**src/rtl/gray_counter_arb_if.sv**
```systemverilog
// Two-client request/ack bundle plus the method-style handshake to the shared gray counter.
interface gray_counter_arb_if #(parameter int WIDTH = 10);
  logic             c0_inc_req, c0_dec_req, c0_load_req, c0_ack;
  logic             c1_inc_req, c1_dec_req, c1_load_req, c1_ack;
  logic [WIDTH-1:0] c0_load_val, c1_load_val;
  logic             cnt_increment__ENA, cnt_decrement__ENA, cnt_writeBin__ENA;
  logic             cnt_increment__RDY, cnt_decrement__RDY, cnt_writeBin__RDY;
  logic [WIDTH-1:0] cnt_writeBin_v, cnt_readBin;
  logic             sat, proto_err;

  modport slave (
    input  c0_inc_req, c0_dec_req, c0_load_req, c0_load_val,
    input  c1_inc_req, c1_dec_req, c1_load_req, c1_load_val,
    input  cnt_increment__RDY, cnt_decrement__RDY, cnt_writeBin__RDY, cnt_readBin,
    output c0_ack, c1_ack, sat, proto_err,
    output cnt_increment__ENA, cnt_decrement__ENA, cnt_writeBin__ENA, cnt_writeBin_v
  );

  modport master (
    output c0_inc_req, c0_dec_req, c0_load_req, c0_load_val,
    output c1_inc_req, c1_dec_req, c1_load_req, c1_load_val,
    output cnt_increment__RDY, cnt_decrement__RDY, cnt_writeBin__RDY, cnt_readBin,
    input  c0_ack, c1_ack, sat, proto_err,
    input  cnt_increment__ENA, cnt_decrement__ENA, cnt_writeBin__ENA, cnt_writeBin_v
  );
endinterface

```
**src/rtl/gray_counter_arb.sv**
```systemverilog
// Two-client arbiter for a shared counter: loads beat inc/dec, opposite inc/dec cancel,
// ties go round-robin. One op is decided in IDLE and issued in ISSUE.
module gray_counter_arb #(
  parameter int WIDTH    = 10,
  parameter bit SATURATE = 1'b0
) (
  input logic               CLK,
  input logic               nRST,
  gray_counter_arb_if.slave bus
);
  typedef enum logic {IDLE, ISSUE} state_t;
  typedef enum logic [2:0] {OP_NONE, OP_INC, OP_DEC, OP_LOAD, OP_NET} op_t;

  state_t           state, state_nx;
  op_t              op_q, op_nx;
  logic [1:0]       grant_q, grant_nx;
  logic [WIDTH-1:0] lval_q, lval_nx;
  logic             rr_q, rr_nx, perr_q;

  logic [1:0]            inc, dec, ld, vld, bad, ack;
  logic [1:0][WIDTH-1:0] lval;
  logic                  done, inc_ena, dec_ena, wb_ena, sat_o, win;

  // A client being acked this cycle is already retiring, so its request is hidden
  assign inc  = {bus.c1_inc_req,  bus.c0_inc_req}  & ~ack;
  assign dec  = {bus.c1_dec_req,  bus.c0_dec_req}  & ~ack;
  assign ld   = {bus.c1_load_req, bus.c0_load_req} & ~ack;
  assign lval = {bus.c1_load_val, bus.c0_load_val};
  assign vld  = (inc ^ dec) & ~ld;
  assign bad  = inc & dec & ~ld;

  always_comb begin
    done    = 1'b0;
    inc_ena = 1'b0;
    dec_ena = 1'b0;
    wb_ena  = 1'b0;
    sat_o   = 1'b0;
    if (state == ISSUE && !nRST) begin
      case (op_q)
        OP_INC:
          if (SATURATE && (&bus.cnt_readBin)) begin
            done  = 1'b1;
            sat_o = 1'b1;
          end else begin
            inc_ena = bus.cnt_increment__RDY;
            done    = inc_ena;
          end
        OP_DEC:
          if (SATURATE && (bus.cnt_readBin == '0)) begin
            done  = 1'b1;
            sat_o = 1'b1;
          end else begin
            dec_ena = bus.cnt_decrement__RDY;
            done    = dec_ena;
          end
        OP_LOAD: begin
          wb_ena = bus.cnt_writeBin__RDY;
          done   = wb_ena;
        end
        OP_NET:  done = 1'b1;
        default: ;
      endcase
    end
  end

  assign ack = done ? grant_q : 2'b00;

  always_comb begin
    state_nx = state;
    op_nx    = op_q;
    grant_nx = grant_q;
    lval_nx  = lval_q;
    rr_nx    = rr_q;
    win      = 1'b0;
    case (state)
      IDLE: begin
        if (|ld) begin
          win      = (&ld) ? rr_q : ld[1];
          op_nx    = OP_LOAD;
          grant_nx = win ? 2'b10 : 2'b01;
          lval_nx  = lval[win];
          rr_nx    = ~win;
          state_nx = ISSUE;
        end else if ((&vld) && (inc[0] != inc[1])) begin
          op_nx    = OP_NET;
          grant_nx = 2'b11;
          state_nx = ISSUE;
        end else if (|vld) begin
          win      = (&vld) ? rr_q : vld[1];
          op_nx    = inc[win] ? OP_INC : OP_DEC;
          grant_nx = win ? 2'b10 : 2'b01;
          rr_nx    = ~win;
          state_nx = ISSUE;
        end
      end
      ISSUE:
        if (done) begin
          state_nx = IDLE;
          op_nx    = OP_NONE;
          grant_nx = 2'b00;
        end
      default: state_nx = IDLE;
    endcase
  end

  always_ff @(posedge CLK) begin
    if (nRST) begin
      state   <= IDLE;
      op_q    <= OP_NONE;
      grant_q <= 2'b00;
      lval_q  <= '0;
      rr_q    <= 1'b0;
      perr_q  <= 1'b0;
    end else begin
      state   <= state_nx;
      op_q    <= op_nx;
      grant_q <= grant_nx;
      lval_q  <= lval_nx;
      rr_q    <= rr_nx;
      if (|bad) perr_q <= 1'b1;
    end
  end

  assign bus.c0_ack             = ack[0];
  assign bus.c1_ack             = ack[1];
  assign bus.cnt_increment__ENA = inc_ena;
  assign bus.cnt_decrement__ENA = dec_ena;
  assign bus.cnt_writeBin__ENA  = wb_ena;
  assign bus.cnt_writeBin_v     = lval_q;
  assign bus.sat                = sat_o;
  assign bus.proto_err          = perr_q;
endmodule

```
**src/flat_wrapper.sv**
```systemverilog
// flat-port wrapper written by rule: the top's interface ports become plain ports
module gray_counter_arb_flat 
#(
  parameter int WIDTH    = 10,
  parameter bit SATURATE = 1'b0
)
  (CLK, nRST, bus_c0_inc_req, bus_c0_dec_req, bus_c0_load_req, bus_c0_load_val, bus_c1_inc_req, bus_c1_dec_req, bus_c1_load_req, bus_c1_load_val, bus_cnt_increment__RDY, bus_cnt_decrement__RDY, bus_cnt_writeBin__RDY, bus_cnt_readBin, bus_c0_ack, bus_c1_ack, bus_sat, bus_proto_err, bus_cnt_increment__ENA, bus_cnt_decrement__ENA, bus_cnt_writeBin__ENA, bus_cnt_writeBin_v);
  gray_counter_arb_if #(.WIDTH(WIDTH)) bus_i ();
  input logic CLK;
  input logic nRST;
  input wire logic [$bits(bus_i.c0_inc_req)-1:0] bus_c0_inc_req;
  input wire logic [$bits(bus_i.c0_dec_req)-1:0] bus_c0_dec_req;
  input wire logic [$bits(bus_i.c0_load_req)-1:0] bus_c0_load_req;
  input wire logic [$bits(bus_i.c0_load_val)-1:0] bus_c0_load_val;
  input wire logic [$bits(bus_i.c1_inc_req)-1:0] bus_c1_inc_req;
  input wire logic [$bits(bus_i.c1_dec_req)-1:0] bus_c1_dec_req;
  input wire logic [$bits(bus_i.c1_load_req)-1:0] bus_c1_load_req;
  input wire logic [$bits(bus_i.c1_load_val)-1:0] bus_c1_load_val;
  input wire logic [$bits(bus_i.cnt_increment__RDY)-1:0] bus_cnt_increment__RDY;
  input wire logic [$bits(bus_i.cnt_decrement__RDY)-1:0] bus_cnt_decrement__RDY;
  input wire logic [$bits(bus_i.cnt_writeBin__RDY)-1:0] bus_cnt_writeBin__RDY;
  input wire logic [$bits(bus_i.cnt_readBin)-1:0] bus_cnt_readBin;
  output wire logic [$bits(bus_i.c0_ack)-1:0] bus_c0_ack;
  output wire logic [$bits(bus_i.c1_ack)-1:0] bus_c1_ack;
  output wire logic [$bits(bus_i.sat)-1:0] bus_sat;
  output wire logic [$bits(bus_i.proto_err)-1:0] bus_proto_err;
  output wire logic [$bits(bus_i.cnt_increment__ENA)-1:0] bus_cnt_increment__ENA;
  output wire logic [$bits(bus_i.cnt_decrement__ENA)-1:0] bus_cnt_decrement__ENA;
  output wire logic [$bits(bus_i.cnt_writeBin__ENA)-1:0] bus_cnt_writeBin__ENA;
  output wire logic [$bits(bus_i.cnt_writeBin_v)-1:0] bus_cnt_writeBin_v;
  assign bus_i.c0_inc_req = bus_c0_inc_req;
  assign bus_i.c0_dec_req = bus_c0_dec_req;
  assign bus_i.c0_load_req = bus_c0_load_req;
  assign bus_i.c0_load_val = bus_c0_load_val;
  assign bus_i.c1_inc_req = bus_c1_inc_req;
  assign bus_i.c1_dec_req = bus_c1_dec_req;
  assign bus_i.c1_load_req = bus_c1_load_req;
  assign bus_i.c1_load_val = bus_c1_load_val;
  assign bus_i.cnt_increment__RDY = bus_cnt_increment__RDY;
  assign bus_i.cnt_decrement__RDY = bus_cnt_decrement__RDY;
  assign bus_i.cnt_writeBin__RDY = bus_cnt_writeBin__RDY;
  assign bus_i.cnt_readBin = bus_cnt_readBin;
  assign bus_c0_ack = bus_i.c0_ack;
  assign bus_c1_ack = bus_i.c1_ack;
  assign bus_sat = bus_i.sat;
  assign bus_proto_err = bus_i.proto_err;
  assign bus_cnt_increment__ENA = bus_i.cnt_increment__ENA;
  assign bus_cnt_decrement__ENA = bus_i.cnt_decrement__ENA;
  assign bus_cnt_writeBin__ENA = bus_i.cnt_writeBin__ENA;
  assign bus_cnt_writeBin_v = bus_i.cnt_writeBin_v;
  gray_counter_arb #(.WIDTH(WIDTH), .SATURATE(SATURATE)) u_core (.CLK(CLK), .nRST(nRST), .bus(bus_i));
endmodule
```
**config.mk**
```make
export PLATFORM = sky130hd
export DESIGN_NAME = gray_counter_arb_flat
export DESIGN_NICKNAME = d
export VERILOG_FILES = /design/src/rtl/gray_counter_arb_if.sv /design/src/rtl/gray_counter_arb.sv /design/src/flat_wrapper.sv
export SDC_FILE = /design/constraint.sdc
export NUM_CORES = 1
export LEC_CHECK = 0
export CELL_PAD_IN_SITES_DETAIL_PLACEMENT = 1
export CELL_PAD_IN_SITES_GLOBAL_PLACEMENT = 1
export CORE_MARGIN = 4
export CORE_UTILIZATION = 31
export CTS_CLUSTER_DIAMETER = 150
export CTS_CLUSTER_SIZE = 14
export DETAILED_ROUTE_END_ITERATION = 10
export PLACE_DENSITY = 0.95
export SLEW_MARGIN = 15
export SYNTH_ARGS = -nofsm -noshare
export SYNTH_HDL_FRONTEND = slang
export SYNTH_SLANG_ARGS = --single-unit
```
**constraint.sdc**
```tcl
create_clock -name CLK -period 8.8 [get_ports CLK]
set_clock_uncertainty 0.1 [all_clocks]
set_input_delay 1.32 -clock CLK [delete_from_list [all_inputs] [get_ports CLK]]
set_output_delay 1.32 -clock CLK [all_outputs]
set_load 0.01 [all_outputs]
```
==> impl_metrics.toml <==
[run_status]
status = "finished, final reports clean"

[setup_path]
cp_cell_sequence = "clkdlybuf4s50_1 > nand2b_1 > nor4_4 > nand2_1 > inv_1 > clkdlybuf4s50_1"
path_class = "in2out"
cp_common_cell = "clkdlybuf4s50_1"
crit_family = "buffers and inverters"
crit_path_top_delay_cell = "clkdlybuf4s50_1"
cp_max_fo = 23
cp.arrival_ns = 3.85
crit_buf_inv = 3
worstPathRequired_ns = 7.38
cp-end-kind = "output port"
crit_path_max_incr_delay_ns = 0.86
startpoint_type = "input pin"

[timing]
tns_ns = 0
rsz0062_at_grt = "false"
maxSlewHeadroom_pct = 40.9
fin_crit_sh_pct = 59.9
post-route-min-period_ns = 5.27
slew_violations = 0
hold_viol_final = 0
setup-violations-final = 0
tightestPinTransition_ns = 0.883
clock.fmax_mhz = 190

[drt]
routedWlPerCell_um = 14.0
drt_pass1_iterations = 4
drtIter0Drc = 28
routed_wl_um = 3330
ant_nets = 0
vias_per_cell = 5.10
drc = 0
vias = 1209

[logic_synthesis]
synth_edf_count = 0
async_reset_ff_share_pct = 0
syn_inst = 144
synth_fp_nets = 187
syn_area_mm2 = 0.00123
avgSynthCellArea_um2 = 8.52
yosys_warnings = 0
ys_dominant_reg_cell = "dfxtp_1"
ys_ff_latch = 18
yosysSeqAreaShare_pct = 29.4
yosysUniqueCellTypes = 45

[placed_design]
gp_congestion = 0.809
dpl_cell_area_mm2 = 0.00172
dp_cells = 233
dp_hpwl_um = 2660
io_buffers = 46

[floorplanning]
ios = 58
coreArea_mm2 = 0.00374
die_y_um = 70.9
fp.dieW_um = 70.9
start_util_pct = 32.8
placementRows = 22
floorplan.die_area_mm2 = 0.00503

[min_path]
hp-class = "reg2reg"

[grt]
grt_util_met1_pct = 17.0
use_met3_pct = 4.26
grt_usage_pct = 13.7
grt_pass1_vias = 1230
grt_pass1_wl_um = 5770
grt_start_max_net_pins = 24
grt_overflow = 0
met2_usage_pct = 24.5
antenna_found_initial = 0
grt.busiest_layer = "met2"

[power_and_ir_drop]
leakagePower_nw = 0.646
p_per_area_mw_per_mm2 = 142
ir_worst_vdd_mv = 0.0820
fin_total_pwr_mw = 0.252

[cts]
cts_hold_buffers = 0
htree_levels = 1
clockBufferDepth = 2
path_clk_slew_ns = 0.07
cts_tree = "yes"
clk-insertion-delay-late_ns = 0.25
cts_buffers = 3
cts_sinks = 18
cts_setup_buffers = 0
cts_resized = 0
cts_root_buffer = "clkbuf_8"

[final_layout]
multiInputGateArea_um2 = 818
seq_area_um2 = 360
syn2layout_area_growth_pct = 44.7
final_nets = 233
layout-drive-gt1-share_pct = 10.1
layout_common_cells = "clkdlybuf4s50_1, nor2_1, dfxtp_1"
n_antenna_cell = 0
fill_cells = 460
final_common_cell = "clkdlybuf4s50_1"
fin_cells = 237
fin_area_mm2 = 0.00178

[run]
drv_cap = 0
[Yosys cell counts (all sizes together) (2+ instances only)]
cell	number	area share (%)
nor2	24	7.3
dfxtp	18	29
mux2i	12	9.8
a211oi	11	7.1
nand2	10	3.3
nand2b	7	3.6
a21oi	6	3.1
and2	4	2.0
clkbuf	4	1.2
inv	4	1.2
o21ai	4	1.6
nand3b	3	1.8
nor2b	3	1.5
nor3b	3	2.2
nor4	3	2.8
a31oi	2	1.5
buf	2	1.5
ha	2	2.0
o211ai	2	1.2
o21bai	2	1.2
o31ai	2	2.8
o32ai	2	1.4
[metal layers]
layer	part of all wire [%]	vias to the layer above
met1	45	572
met4	0	0
met5	0	-
met3	4.6	0
li1	-	615
met2	50	22
[cell type report]
cell class              instances  share of cell area, %
multi-input cells             116                   46.1
inverters                       4                  0.845
flip-flops and latches         18                   20.3
clock buffers                   4                   3.10
repair buffers                 47                   26.3
well taps                      48                   3.38
[kinds of logic (layout without fill, tap and decap cells)]
| logic type | after synthesis | after routing | share of synthesized area [%] |
|---|---|---|---|
| mux | 12 | 12 | 9.79 |
| fa+ha+maj | 2 | 2 | 2.04 |
| compound gates | 40 | 40 | 26.7 |
| simple gates | 60 | 60 | 27.1 |
| xor+xnor | 1 | 1 | 0.714 |
| buf+inv | 10 | 55 | 3.97 |
| other cells | 1 | 1 | 0.306 |
| flops | 18 | 18 | 29.4 |
[flip-flops by register name (all words and copies together), names as in the netlist]
| signal | count |
|---|---|
| u_core.op_q | 3 |
| u_core.bus.cnt_writeBin_v | 10 |
| u_core.bus.proto_err | 1 |
| u_core.state | 1 |
| u_core.rr_q | 1 |
| u_core.grant_q | 2 |
[worst register-to-register path, stage by stage (launching register included)]
cell and delay (ns):
dfxtp_1 0.47, a211o_1 0.19, nand2_2 0.13, nor4_4 0.57, nand2_1 0.18, and2_1 0.20, ha_1 0.35, nand2_1 0.12
nor2_1 0.11, o41a_1 0.16, a211oi_2 0.05, or3_4 0.43, a31oi_2 0.13
[per-stage QoR]
stage	setup slack (ns)	utilization, %	hold slack, ns
floorplan	5.10	-	0.390
global placement	3.52	46.0	0.362
detailed placement	3.49	46.0	0.385
CTS	3.47	47.5	0.401
global route	3.33	47.5	0.429
finish	3.53	47.5	0.393
[report_power, final]
part           internal [mW]  switching [mW]  leakage (nW)
clock network         0.0397          0.0268        0.0288
registers             0.0907         0.00949         0.150
logic                 0.0451          0.0404         0.467
total                  0.176          0.0767         0.646
[worst paths after layout]
| kind | cells after the start | slack (ns) | to | start |
|---|---|---|---|---|
| max | 6 | 3.53 | bus_c1_ack | nRST |
| min | 2 | 0.39 | u_core.bus.proto_err | u_core.bus.proto_err |
| max reg2reg | 12 | 5.51 | u_core.grant_q[0] | u_core.op_q[1] |
| min reg2reg | 2 | 0.39 | u_core.bus.proto_err | u_core.bus.proto_err |
Note: power is estimated with default switching activity, not from simulation.
